===== config.mk =====
export PLATFORM = sky130hd
export DESIGN_NAME = data_mem_arbiter_flat
export DESIGN_NICKNAME = d
export VERILOG_FILES = /design/src/rtl/data_mem_arbiter_if.sv /design/src/rtl/data_mem_arbiter.sv /design/src/flat_wrapper.sv
export SDC_FILE = /design/constraint.sdc
export NUM_CORES = 1
export LEC_CHECK = 0
export BUFFER_PORTS_ARGS = -buffer_cell sky130_fd_sc_hd__buf_2
export CORE_MARGIN = 3
export CORE_UTILIZATION = 41
export CTS_CLUSTER_DIAMETER = 120
export CTS_CLUSTER_SIZE = 25
export DETAILED_ROUTE_END_ITERATION = 10
export PLACE_DENSITY = 0.76
export SKIP_LAST_GASP = 1
export SLEW_MARGIN = 20
export SYNTH_ARGS = -nofsm -noshare
export SYNTH_HDL_FRONTEND = slang
export SYNTH_SLANG_ARGS = --single-unit
export TNS_END_PERCENT = 1

===== constraint.sdc =====
create_clock -name clock -period 3 [get_ports clock]
set_clock_uncertainty 0.05 [all_clocks]
set_input_delay 0.15 -clock clock [delete_from_list [all_inputs] [get_ports clock]]
set_output_delay 0.15 -clock clock [all_outputs]
set_load 0.01 [all_outputs]

===== src/rtl/data_mem_arbiter_if.sv =====
// ---------------------------------------------------------------------------
// data_mem_arbiter_if
// Bundles every signal between the data memory arbiter, its two requesters
// (A = pipeline MEM stage, B = loader/debug port) and the data memory.
//
// Requester side : reqA/reqB, weA/weB, addrA/addrB (8b word address),
//                  wdataA/wdataB (32b) in; gntA/gntB, doneA/doneB pulses and
//                  rdataA/rdataB (last read result) out.
// Memory side    : memAddress (8b), memWriteData (32b), memEnRead,
//                  memEnWrite out; memReadData (32b) in, valid after the
//                  rising edge at which memEnRead was high.
//
// Modports:
//   slave  - the arbiter itself
//   master - the environment (requesters plus the memory model)
// ---------------------------------------------------------------------------
interface data_mem_arbiter_if;
  logic        reqA;
  logic        reqB;
  logic        weA;
  logic        weB;
  logic [7:0]  addrA;
  logic [7:0]  addrB;
  logic [31:0] wdataA;
  logic [31:0] wdataB;
  logic        gntA;
  logic        gntB;
  logic        doneA;
  logic        doneB;
  logic [31:0] rdataA;
  logic [31:0] rdataB;
  logic [7:0]  memAddress;
  logic [31:0] memWriteData;
  logic        memEnRead;
  logic        memEnWrite;
  logic [31:0] memReadData;

  modport slave (
    input  reqA, reqB, weA, weB, addrA, addrB, wdataA, wdataB, memReadData,
    output gntA, gntB, doneA, doneB, rdataA, rdataB,
           memAddress, memWriteData, memEnRead, memEnWrite
  );

  modport master (
    output reqA, reqB, weA, weB, addrA, addrB, wdataA, wdataB, memReadData,
    input  gntA, gntB, doneA, doneB, rdataA, rdataB,
           memAddress, memWriteData, memEnRead, memEnWrite
  );
endinterface


===== src/rtl/data_mem_arbiter.sv =====
// ---------------------------------------------------------------------------
// data_mem_arbiter
// Shares one single-port data memory between two requesters with round-robin
// arbitration. One transaction is in flight at a time:
//   IDLE  -> sample requests, latch the winner, pulse its grant
//   ISSUE -> memory enable asserted for exactly this cycle
//   RESP  -> (reads only) capture memReadData into the owner's rdata
// Every output comes straight from a flop, so there is no combinational path
// from any input to any output.
//
// Ports:
//   clock - rising-edge clock
//   reset - asynchronous, active-high; aborts any transaction in flight
//   bus   - data_mem_arbiter_if.slave (requester handshakes + memory port)
// ---------------------------------------------------------------------------
module data_mem_arbiter (
  input logic               clock,
  input logic               reset,
  data_mem_arbiter_if.slave bus
);

  typedef enum logic [1:0] {
    IDLE  = 2'd0,
    ISSUE = 2'd1,
    RESP  = 2'd2
  } state_t;

  localparam logic OWNER_A = 1'b0;
  localparam logic OWNER_B = 1'b1;

  state_t      state_q, state_d;
  logic        owner_q, owner_d;
  logic        lastOwner_q, lastOwner_d;
  logic        we_q, we_d;
  logic [7:0]  memAddress_q, memAddress_d;
  logic [31:0] memWriteData_q, memWriteData_d;
  logic        memEnRead_q, memEnRead_d;
  logic        memEnWrite_q, memEnWrite_d;
  logic        gntA_q, gntA_d;
  logic        gntB_q, gntB_d;
  logic        doneA_q, doneA_d;
  logic        doneB_q, doneB_d;
  logic [31:0] rdataA_q, rdataA_d;
  logic [31:0] rdataB_q, rdataB_d;
  logic        pickB;

  // B wins when it is the only requester, or on a tie when A was served last.
  assign pickB = bus.reqB & (~bus.reqA | (lastOwner_q == OWNER_A));

  // Next-state and next-output logic. The latched address/data are held in
  // the memory address/data output registers themselves, so they stay put
  // for the whole transaction regardless of what the requester does after
  // its grant. Grant, done and the memory enables are single-cycle pulses
  // and therefore default to 0 every cycle.
  always_comb begin
    state_d        = state_q;
    owner_d        = owner_q;
    lastOwner_d    = lastOwner_q;
    we_d           = we_q;
    memAddress_d   = memAddress_q;
    memWriteData_d = memWriteData_q;
    memEnRead_d    = 1'b0;
    memEnWrite_d   = 1'b0;
    gntA_d         = 1'b0;
    gntB_d         = 1'b0;
    doneA_d        = 1'b0;
    doneB_d        = 1'b0;
    rdataA_d       = rdataA_q;
    rdataB_d       = rdataB_q;

    unique case (state_q)
      IDLE: begin
        if (bus.reqA || bus.reqB) begin
          owner_d        = pickB;
          lastOwner_d    = pickB;
          we_d           = pickB ? bus.weB    : bus.weA;
          memAddress_d   = pickB ? bus.addrB  : bus.addrA;
          memWriteData_d = pickB ? bus.wdataB : bus.wdataA;
          memEnWrite_d   = pickB ? bus.weB    : bus.weA;
          memEnRead_d    = pickB ? ~bus.weB   : ~bus.weA;
          gntA_d         = ~pickB;
          gntB_d         = pickB;
          state_d        = ISSUE;
        end
      end

      ISSUE: begin
        if (we_q) begin
          doneA_d = (owner_q == OWNER_A);
          doneB_d = (owner_q == OWNER_B);
          state_d = IDLE;
        end else begin
          state_d = RESP;
        end
      end

      RESP: begin
        if (owner_q == OWNER_A) begin
          rdataA_d = bus.memReadData;
        end else begin
          rdataB_d = bus.memReadData;
        end
        doneA_d = (owner_q == OWNER_A);
        doneB_d = (owner_q == OWNER_B);
        state_d = IDLE;
      end

      default: begin
        state_d = IDLE;
      end
    endcase
  end

  // State and output registers. Reset clears everything immediately, which
  // drops the memory enables mid-transaction and discards any pending done.
  // lastOwner resets to B so that A wins the first tie.
  always_ff @(posedge clock or posedge reset) begin
    if (reset) begin
      state_q        <= IDLE;
      owner_q        <= OWNER_A;
      lastOwner_q    <= OWNER_B;
      we_q           <= 1'b0;
      memAddress_q   <= 8'h00;
      memWriteData_q <= 32'h0000_0000;
      memEnRead_q    <= 1'b0;
      memEnWrite_q   <= 1'b0;
      gntA_q         <= 1'b0;
      gntB_q         <= 1'b0;
      doneA_q        <= 1'b0;
      doneB_q        <= 1'b0;
      rdataA_q       <= 32'h0000_0000;
      rdataB_q       <= 32'h0000_0000;
    end else begin
      state_q        <= state_d;
      owner_q        <= owner_d;
      lastOwner_q    <= lastOwner_d;
      we_q           <= we_d;
      memAddress_q   <= memAddress_d;
      memWriteData_q <= memWriteData_d;
      memEnRead_q    <= memEnRead_d;
      memEnWrite_q   <= memEnWrite_d;
      gntA_q         <= gntA_d;
      gntB_q         <= gntB_d;
      doneA_q        <= doneA_d;
      doneB_q        <= doneB_d;
      rdataA_q       <= rdataA_d;
      rdataB_q       <= rdataB_d;
    end
  end

  assign bus.gntA         = gntA_q;
  assign bus.gntB         = gntB_q;
  assign bus.doneA        = doneA_q;
  assign bus.doneB        = doneB_q;
  assign bus.rdataA       = rdataA_q;
  assign bus.rdataB       = rdataB_q;
  assign bus.memAddress   = memAddress_q;
  assign bus.memWriteData = memWriteData_q;
  assign bus.memEnRead    = memEnRead_q;
  assign bus.memEnWrite   = memEnWrite_q;

endmodule


===== src/flat_wrapper.sv =====
// flat-port wrapper written by rule: the top's interface ports become plain ports
module data_mem_arbiter_flat 
  (clock, reset, bus_reqA, bus_reqB, bus_weA, bus_weB, bus_addrA, bus_addrB, bus_wdataA, bus_wdataB, bus_memReadData, bus_gntA, bus_gntB, bus_doneA, bus_doneB, bus_rdataA, bus_rdataB, bus_memAddress, bus_memWriteData, bus_memEnRead, bus_memEnWrite);
  data_mem_arbiter_if bus_i ();
  input logic clock;
  input logic reset;
  input wire logic [$bits(bus_i.reqA)-1:0] bus_reqA;
  input wire logic [$bits(bus_i.reqB)-1:0] bus_reqB;
  input wire logic [$bits(bus_i.weA)-1:0] bus_weA;
  input wire logic [$bits(bus_i.weB)-1:0] bus_weB;
  input wire logic [$bits(bus_i.addrA)-1:0] bus_addrA;
  input wire logic [$bits(bus_i.addrB)-1:0] bus_addrB;
  input wire logic [$bits(bus_i.wdataA)-1:0] bus_wdataA;
  input wire logic [$bits(bus_i.wdataB)-1:0] bus_wdataB;
  input wire logic [$bits(bus_i.memReadData)-1:0] bus_memReadData;
  output wire logic [$bits(bus_i.gntA)-1:0] bus_gntA;
  output wire logic [$bits(bus_i.gntB)-1:0] bus_gntB;
  output wire logic [$bits(bus_i.doneA)-1:0] bus_doneA;
  output wire logic [$bits(bus_i.doneB)-1:0] bus_doneB;
  output wire logic [$bits(bus_i.rdataA)-1:0] bus_rdataA;
  output wire logic [$bits(bus_i.rdataB)-1:0] bus_rdataB;
  output wire logic [$bits(bus_i.memAddress)-1:0] bus_memAddress;
  output wire logic [$bits(bus_i.memWriteData)-1:0] bus_memWriteData;
  output wire logic [$bits(bus_i.memEnRead)-1:0] bus_memEnRead;
  output wire logic [$bits(bus_i.memEnWrite)-1:0] bus_memEnWrite;
  assign bus_i.reqA = bus_reqA;
  assign bus_i.reqB = bus_reqB;
  assign bus_i.weA = bus_weA;
  assign bus_i.weB = bus_weB;
  assign bus_i.addrA = bus_addrA;
  assign bus_i.addrB = bus_addrB;
  assign bus_i.wdataA = bus_wdataA;
  assign bus_i.wdataB = bus_wdataB;
  assign bus_i.memReadData = bus_memReadData;
  assign bus_gntA = bus_i.gntA;
  assign bus_gntB = bus_i.gntB;
  assign bus_doneA = bus_i.doneA;
  assign bus_doneB = bus_i.doneB;
  assign bus_rdataA = bus_i.rdataA;
  assign bus_rdataB = bus_i.rdataB;
  assign bus_memAddress = bus_i.memAddress;
  assign bus_memWriteData = bus_i.memWriteData;
  assign bus_memEnRead = bus_i.memEnRead;
  assign bus_memEnWrite = bus_i.memEnWrite;
  data_mem_arbiter u_core (.clock(clock), .reset(reset), .bus(bus_i));
endmodule

==> results of run 1 <==
worst max-delay path: cells and delay by family (launching register included):
| kind | cells | cell delay (ns) |
|---|---|---|
| flops | 1 | 0.39 |
| fa+ha+maj | 1 | 0.16 |
| compound gates | 2 | 0.54 |
| buf+inv | 4 | 1.27 |
state kept, by name, indices dropped and copies added (netlist names):
| signal | cells |
|---|---|
| u_core.bus.memAddress | 8 |
| u_core.bus.gntB | 1 |
| u_core.bus.doneB | 1 |
| u_core.we_q | 1 |
| u_core.lastOwner_q | 1 |
| u_core.bus.memWriteData | 32 |
| u_core.bus.gntA | 1 |
| u_core.bus.memEnWrite | 1 |
| u_core.bus.doneA | 1 |
| u_core.owner_q | 1 |
| u_core.state_q | 2 |
| u_core.bus.rdataA | 32 |
| u_core.bus.memEnRead | 1 |
| u_core.bus.rdataB | 32 |
power by group through the flow:
stage                     Clock [mW]  Sequential (mW)  Combinational [mW]
after global placement             0             2.73                2.71
after floorplan                    0             3.08                1.33
after detailed placement           0             2.77                2.81
after CTS                       2.01             2.76                3.35
after global routing            2.09             2.86                3.67
final                           1.97             2.77                3.39
final cells by class:
cell class                      count  area [sq um]
Clock inverter                     14           161
Inverter                            4          18.8
Clock buffer                       18           428
Sequential cell                   115          2880
Multi-Input combinational cell    175          1580
Fill cell                         664          2990
Tap cell                          136           170
Timing Repair Buffer              352          2380
placed cells by master (no fill, tap or decap), types with 2 or more instances in the layout:
cell	instances
buf_2	227
dlygate4sd3_1	118
dfrtp_1	114
mux2_2	62
and3_1	35
a221o_1	35
clkbuf_16	16
nor2_1	8
mux2i_1	7
a21oi_1	7
clkinvlp_4	6
buf_4	6
clkinv_2	5
nand2_1	3
inv_1	3
ha_1	3
bufinv_16	3
and2_1	2
a21o_1	2
mux2_1	2
clkbuf_8	2
stage by stage:
stage / hold WS (ns) / worst slack, ns / power [mW] / util (%)
floorplan: 0.235 / 1.39 / 4.41 / -
global placement: 0.315 / 1.17 / 5.44 / 55.1
detailed placement: 0.335 / 1.05 / 5.58 / 55.1
CTS: 0.329 / 0.488 / 8.12 / 71.8
global route: 0.358 / 0.325 / 8.61 / 71.8
finish: 0.341 / 0.435 / 8.14 / 71.8
how the worst max path moves through the flow:
stage,startpoint,end,slack [ns],cells past startpoint
6_report,u_core.state_q[0],u_core.bus.memWriteData[31],0.44,7
5_1_grt,u_core.state_q[0],u_core.bus.memAddress[3],0.33,7
4_1_cts,u_core.state_q[0],u_core.bus.memWriteData[31],0.49,7
3_5_place_dp,u_core.state_q[0],u_core.bus.memWriteData[31],1.05,6
3_3_place_gp,u_core.state_q[0],u_core.bus.memWriteData[6],1.17,6
2_1_floorplan,u_core.state_q[0],u_core.bus.rdataA[0],1.39,6
cell families (layout without fill, tap and decap cells):
group                    after synthesis  in the layout
multiplexers                          71             71
AO/OA/AOI/OAI                         49             49
AND/OR/NAND/NOR                       52             52
flip-flops                           115            115
adder cells (fa/ha/maj)                3              3
buffers and inverters                 27            388
layer usage:
| metal | wire (microns) | up-vias | track usage (%) |
|---|---|---|---|
| met4 | 346 | 0 | 9.81 |
| li1 | - | 1878 | - |
| met5 | 0 | - | 0 |
| met3 | 1280 | 25 | 7.83 |
| met1 | 5410 | 2032 | 26.0 |
| met2 | 7020 | 227 | 38.9 |
timing repair:
action,CTS,global route
hold buffers,118,0
endpoints found under the hold margin,224,0
setup buffers,0,0
==> flow_summary.toml, run 1 <==
[outcome]
status = "finished, final reports clean"

[synth]
syn_inst = 317
synth_edf_count = 0
syn-cell-area_sq_um = 4590
synth_compound_area_share_pct = 9.60
ys_seq_elements = 115
ys_types = 28
synth_top_area_share_pct = 62.2
synth_top_flop_cell = "dfrtp_1"
postSynth.asyncResetShare_pct = 100
synth_top_family_by_area = "multiplexers"
ys_top_cells_by_area = "dfrtp_1 (62%), mux2_2 (15%), a221o_1 (7.6%), and3_1 (4.8%), mux2i_1 (1.5%)"
netlist_top_cells_count = "dfrtp_1 (114), mux2_2 (62), a221o_1 (35), and3_1 (35), buf_2 (9)"
ys.warnings.count = 0
synthSimpleGateAreaFrac_pct = 6.57
synth_xor_area_share_pct = 0
yosysSeqAreaShare_pct = 62.7
synth_largest_area_cell = "dfrtp_1"
muxShareOfSynthArea_pct = 17.2
yosysMostFrequentCell = "dfrtp_1"
syn_area_per_cell_sq_um = 14.5
synthAdderAreaFrac_pct = 0.818
syn_nets = 438

[sta]
tns_ns = 0
finalSetupViolCount = 0
fmax_mhz = 390
min_period_ns = 2.56
drv_slew = 0
relSlewSlack_pct = 61.0
rsz0062_at_grt = "no"
worst_slew_pin_slew_ns = 0.584
period_share_pct = 85.5
hold_viol = 0

[final_layout]
final_area_sq_um = 7620
fin_cells = 814
diodes = 0
area_growth_pct = 66.0
drive_gt1_share_pct = 49.3
nets = 786

[drt]
firstDrtPassIters = 4
wire_per_inst_microns = 17.3
drt_iter0_drc = 268
routed_wl_microns = 14000
post-route-drc-count = 0
avgViaCountPerCell = 5.11
ant_nets = 0
vias = 4162

[placement]
placed_area_sq_um = 5850
dp.cells = 664
dp_hpwl_microns = 8430
gp_congestion = 0.824
io_buffers = 227

[cts]
clock_latency_ns = 0.51
htreeDepth = 4
cts_buffers = 17
path_clk_slew_ns = 0.06
cts_resized = 0
tritoncts = "done"
cts_buffer_depth = 2
cts.sinks = 115
cts_root_buf = "clkbuf_8"

[grt]
grt_overflow = 0
grt_antenna_before_repair = 0
grt_pass1_wl_microns = 22700
grt_usage_pct = 22.8
grt_pass1_vias = 4546
grt_max_degree = 116

[worst_setup_path]
cp-end-kind = "flip-flop"
slowest_stage = "dlygate4sd3_1"
cp_max_fo = 41
crit_type = "flip-flop to flip-flop"
startpoint_type = "flip-flop"
cp.required_ns = 3.33
r2r_start = "u_core.state_q[0]"
crit_chain = "inv_1 -> ha_1 -> buf_4 -> o21ai_2 -> buf_4 -> a221o_1 -> dlygate4sd3_1"
r2r_slack_ns = 0.44
crit_top_cell = "buf_4"
max_stage_delay_ns = 0.58
reg2reg_depth = 7
r2r-end = "u_core.bus.memWriteData[31]"
arrival_ns = 2.90

[pwr]
p_comb_share_pct = 41.7
p_sw_mw = 2.67
swShare_pct = 32.8
ir_drop_v = 0.000588
pwr_density_cell_nw_per_um2 = 1070
total_leakage_power_nw = 3.84
clkPwrFrac_pct = 24.2
internal-power_mw = 5.47
seq_power_share_pct = 34.1

[run]
maxCapViolations = 0

[worst_hold_path]
worstHoldPathType = "input pin to asynchronous set/reset pin"

[floorplanning]
core_area_sq_um = 10600
die_y_microns = 112
ios = 228
die_area_sq_um = 12500
floorplan.initialDensity_pct = 43.3
die_w_microns = 112
row_count = 37
(Power assumes the default switching activity.)
==> run 2: changes to the inputs <==
- ABC_AREA: default -> 1
- CORE_UTILIZATION: 41 -> 42
==> run 2 against run 1 <==
Final area increased by 1.7%. Clock power rose by 15%. Die area increased by 2.4%. Non-clock buffer count is 13 lower. Via count is 28% higher. Count of clock-buffer cells in the layout increased by 3. Hold slack lost 0.31 ns. Critical path depth unchanged. Core utilization fell by 1.6 points. Largest power group unchanged.
==> flow_summary.toml, run 2 <==
[final_layout]
drive_gt1_share_pct = 32.1
diodes = 0
nets = 961
area_growth_pct = 60.7
most-common-layout-cells = "buf_2 (227), nand2_1 (120), dfrtp_1 (114), dlygate4sd3_1 (105), nand3_1 (76)"
layout_commonest_cell = "buf_2"

[sta]
hold_viol = 0
min_period_ns = 2.61
holdWs_ns = 0.0273
worst_slew_pin_slew_ns = 1.03
relSlewSlack_pct = 31.0
drv_slew = 0
finalSetupViolCount = 0
tns_ns = 0
rsz0062_at_grt = "no"
setup_slack_ns = 0.392
period_share_pct = 86.9
fmax_mhz = 383

[pwr]
pwr_density_cell_nw_per_um2 = 1080
power.total_mw = 8.35
ir_drop_v = 0.000620
total_leakage_power_nw = 4.12

[worst_setup_path]
critPathTopFamily = "simple AND/OR/NAND/NOR gates"
max_stage_delay_ns = 0.79
cp.required_ns = 3.29
slowest_stage = "nor2_4"
crit_buf_inv = 3
arrival_ns = 2.89
cp-end-kind = "flip-flop"
cp_max_fo = 42
crit_type = "flip-flop to flip-flop"
startpoint_type = "flip-flop"
crit_chain = "inv_1 -> ha_1 -> inv_1 -> nor2_4 -> nand3_1 -> nand3_1 -> dlygate4sd3_1"

[synth]
synth_edf_count = 0
muxShareOfSynthArea_pct = 0
synth_top_area_share_pct = 59.2
yosysMostFrequentCell = "nand2_1"
syn-cell-area_sq_um = 4820
ys_top_cells_by_area = "dfrtp_1 (59%), nand2_1 (9.5%), nand3_1 (7.9%), o21ai_0 (6.9%), nand4_1 (4.5%)"
syn_inst = 519
ys.warnings.count = 0
synthSimpleGateAreaFrac_pct = 24.1
synthAdderAreaFrac_pct = 0.779
netlist_top_cells_count = "nand2_1 (122), dfrtp_1 (114), nand3_1 (76), o21ai_0 (66), inv_1 (46)"
synth_largest_area_cell = "dfrtp_1"
synth_top_family_by_area = "simple AND/OR/NAND/NOR gates"
syn_nets = 640
ys_seq_elements = 115
yosysSeqAreaShare_pct = 59.7
synth_xor_area_share_pct = 0
postSynth.asyncResetShare_pct = 100
syn_area_per_cell_sq_um = 9.29
ys_types = 21
synth_compound_area_share_pct = 7.61
synth_top_flop_cell = "dfrtp_1"

[outcome]
status = "finished, final reports clean"

[drt]
wire_per_inst_microns = 16.7
ant_nets = 0
vias = 5326
routed_wl_microns = 16600
post-route-drc-count = 0
drt_iter0_drc = 535
avgViaCountPerCell = 5.36
firstDrtPassIters = 5

[cts]
cts_resized = 0
clock_latency_ns = 0.39
htreeDepth = 4
cts_buffers = 17
cts_buffer_depth = 2
cts.sinks = 115
tritoncts = "done"
path_clk_slew_ns = 0.06
cts_root_buf = "clkbuf_16"

[floorplanning]
row_count = 38
die_w_microns = 113
die_y_microns = 113
floorplan.initialDensity_pct = 43.7
core_area_sq_um = 11000
die_area_sq_um = 12800
ios = 228

[grt]
grt_antenna_before_repair = 0
grt_usage_pct = 25.7
grt_pass1_vias = 5378
grt_pass1_wl_microns = 26400
grt_overflow = 0
grt_max_degree = 65

[placement]
preCtsSetupSlack_ns = 1.05
io_buffers = 227
gp_congestion = 0.861
dp_hpwl_microns = 9470

[worst_hold_path]
worstHoldPathType = "input pin to flip-flop"

[run]
maxCapViolations = 0
[run 2: cell count changes in the layout (fill, tap and decap cells not counted), moves of 13 or more]
cell / delta
inv_1: +42
nand4_1: +35
o21ai_0: +66
a221o_1: -35
nand3_1: +76
and3_1: -35
dlygate4sd3_1: -13
nand2_1: +117
mux2_2: -62
[run 2: path summary, 6_finish.rpt]
check	start	end	slack, ns	cells past startpoint
max	u_core.state_q[0]	u_core.bus.memAddress[4]	0.39	7
min	bus_wdataB[27]	u_core.bus.memWriteData[27]	0.03	3
max reg2reg	u_core.state_q[0]	u_core.bus.memAddress[4]	0.39	7
min reg2reg	u_core.bus.rdataA[7]	u_core.bus.rdataA[7]	0.43	2
max in group asynchronous	reset	u_core.lastOwner_q	1.74	4
min in group asynchronous	reset	u_core.bus.rdataA[1]	0.41	3
[run 2: routing by layer]
layer	vias to the layer above	wire [microns]	GRT usage, %
li1	2366	-	-
met1	2464	6360	32.5
met2	441	7760	41.0
met3	55	1890	7.43
met4	0	557	11.8
met5	-	0	0
[run 2: cell type report]
| type | instances | area (sq um) |
|---|---|---|
| fill | 752 | 3290 |
| clock inverter | 11 | 198 |
| sequential | 115 | 2880 |
| inverter | 46 | 176 |
| multi-input combinational | 321 | 1570 |
| clock buffer | 21 | 470 |
| tap | 140 | 175 |
| timing repair buffer | 339 | 2270 |
[run 2: cells by family (layout without fill, tap and decap cells)]
| group | count (synthesis) | count (layout) |
|---|---|---|
| flops | 115 | 115 |
| fa+ha+maj | 3 | 3 |
| simple gates | 247 | 247 |
| compound gates | 71 | 71 |
| buf+inv | 83 | 417 |
[run 2: what timing repair did]
action                    CTS  global route
hold buffers              105             0
setup buffers               0             0
hold endpoints to repair  133             0
[run 2: power breakdown]
part | switching (mW) | total, mW | internal (mW)
Sequential | 0.453 | 2.78 | 2.32
Combinational | 1.85 | 3.31 | 1.46
Clock | 0.710 | 2.26 | 1.55
Total | 3.02 | 8.35 | 5.33
[run 2: per-stage QoR]
stage,instances,area [sq um],util [%]
detailed placement,855,6000,54.4
CTS,992,7720,70.0
floorplan,519,4820,-
global route,993,7740,70.2
global placement,855,6000,54.4
finish,993,7740,70.2
[run 2: worst register-to-register path, stage by stage (launching register included)]
cell and delay (ns):
dfrtp_1 0.38, inv_1 0.11, ha_1 0.17, inv_1 0.09
nor2_4 0.79, nand3_1 0.24, nand3_1 0.16, dlygate4sd3_1 0.56
==> run 3: changes to the inputs <==
- CELL_PAD_IN_SITES_DETAIL_PLACEMENT: default -> 1
- CELL_PAD_IN_SITES_GLOBAL_PLACEMENT: default -> 2
- CORE_MARGIN: 3 -> 2
- CORE_UTILIZATION: 42 -> 23
- PLACE_DENSITY: 0.76 -> default
- PLACE_DENSITY_LB_ADDON: default -> 0.1
- TNS_END_PERCENT: 1 -> default
==> run 3 against run 2 <==
First-iteration DRC count is 70% lower. Critical path depth is 1 higher. Register-to-register slack better by 0.25 ns. Clock power is 18% lower. Largest cell class unchanged. Highest routed layer is now met5.
==> flow_summary.toml, run 3 (same netlist as run 2, synthesis figures left out) <==
[worst_setup_path]
crit_type = "flip-flop to flip-flop"
cp.required_ns = 3.29
cp_max_fo = 42
cp-end-kind = "flip-flop"
r2r_slack_ns = 0.65
arrival_ns = 2.64
startpoint_type = "flip-flop"

[pwr]
total_leakage_power_nw = 4.09
power.total_mw = 7.92
ir_drop_v = 0.000386
pwr_density_cell_nw_per_um2 = 1010

[floorplanning]
floorplan.initialDensity_pct = 23.6
die_w_microns = 149
row_count = 52
die_area_sq_um = 22100
ios = 228
core_area_sq_um = 20400
die_y_microns = 149

[sta]
drv_slew = 0
worst_slew_pin_slew_ns = 0.889
relSlewSlack_pct = 40.6
finalSetupViolCount = 0
rsz0062_at_grt = "no"
period_share_pct = 78.5
hold_viol = 0
tns_ns = 0
fmax_mhz = 425
min_period_ns = 2.35

[drt]
avgViaCountPerCell = 4.33
routed_wl_microns = 17700
firstDrtPassIters = 4
drt_iter0_drc = 161
vias = 4897
post-route-drc-count = 0
ant_nets = 0
wire_per_inst_microns = 15.6

[cts]
tritoncts = "done"
clock_latency_ns = 0.40
cts_buffers = 17
cts_resized = 0
htreeDepth = 4
cts_buffer_depth = 2
path_clk_slew_ns = 0.06
cts_root_buf = "clkbuf_16"
cts.sinks = 115

[grt]
grt_pass1_vias = 5472
grt_antenna_before_repair = 1
grt_usage_pct = 16.5
grt_max_degree = 65
grt_overflow = 0
grt_pass1_wl_microns = 28400

[worst_hold_path]
worstHoldPathType = "input pin to flip-flop"

[placement]
placed_area_sq_um = 6170
gp_congestion = 0.740
dp_hpwl_microns = 11400
io_buffers = 227

[outcome]
status = "finished, final reports clean"

[final_layout]
most-common-layout-cells = "buf_2 (227), nand2_1 (120), dfrtp_1 (114), dlygate4sd3_1 (113), nand3_1 (76)"
nets = 969
area_growth_pct = 62.9
layout_commonest_cell = "buf_2"
drive_gt1_share_pct = 31.8
final_area_sq_um = 7850

[run]
maxCapViolations = 0
==> run 3: cell count changes in the layout (fill, tap and decap cells not counted), sizes merged <==
| cell | before | now |
|---|---|---|
| dlygate4sd3 | 105 | 113 |
| bufinv | 5 | 0 |
| clkinvlp | 2 | 7 |
| clkbuf | 21 | 20 |
| clkinv | 3 | 4 |
| diode | 0 | 1 |
==> run 3: path summary, 6_finish.rpt <==
path,from,end,cells past startpoint
min in group asynchronous,reset,u_core.bus.memAddress[0],3
min reg2reg,u_core.bus.rdataA[9],u_core.bus.rdataA[9],2
max,u_core.state_q[0],u_core.bus.memWriteData[0],8
max reg2reg,u_core.state_q[0],u_core.bus.memWriteData[0],8
max in group asynchronous,reset,u_core.bus.rdataB[3],4
min,bus_addrA[7],u_core.bus.memAddress[7],5
==> run 3: routing by layer <==
layer / GRT usage [%] / vias to the layer above / part of all wire [%]
li1: - / 2388 / -
met3: 5.60 / 13 / 7.7
met5: 0 / - / 0.074
met1: 19.6 / 2340 / 43
met2: 28.3 / 154 / 48
met4: 4.90 / 2 / 0.97
==> run 3: area by class of cell <==
class                           instances  area, sq um
Fill cell                            2438        12600
Sequential cell                       115         2880
Timing Repair Buffer                  347         2330
Multi-Input combinational cell        321         1580
Clock buffer                           20          457
Tap cell                              270          338
Inverter                               46          176
Clock inverter                         12         82.6
Antenna cell                            1         2.50
==> run 3: per-stage QoR <==
step | hold WS (ns) | util (%) | instances | setup slack [ns]
after floorplan | 0.248 | - | 519 | 1.40
after global placement | 0.324 | 30.2 | 986 | 1.12
after detailed placement | 0.338 | 30.2 | 986 | 1.00
after CTS | 0.00735 | 38.4 | 1131 | 0.646
after global routing | 0.0508 | 38.4 | 1131 | 0.487
final | 0.0239 | 38.4 | 1132 | 0.645
==> run 3: power by group <==
group | internal [mW] | total [mW] | switching (mW)
combinational | 1.49 | 3.35 | 1.86
clock | 1.10 | 1.85 | 0.751
sequential | 2.32 | 2.72 | 0.400
==> run 3: what timing repair did <==
action                                  4_1_cts  5_1_grt
endpoints found under the setup margin        0        0
hold buffers                                113        0
hold endpoints to repair                    136        0
buffers inserted                              0        0
==> run 3: critical path, stage by stage, from the launching register on <==
cell and delay, ns:
dfrtp_1 0.39, inv_1 0.11, ha_1 0.25, inv_1 0.12, nor2_4 0.11, buf_4 0.44, nand3_1 0.14, nand3_1 0.11
dlygate4sd3_1 0.57
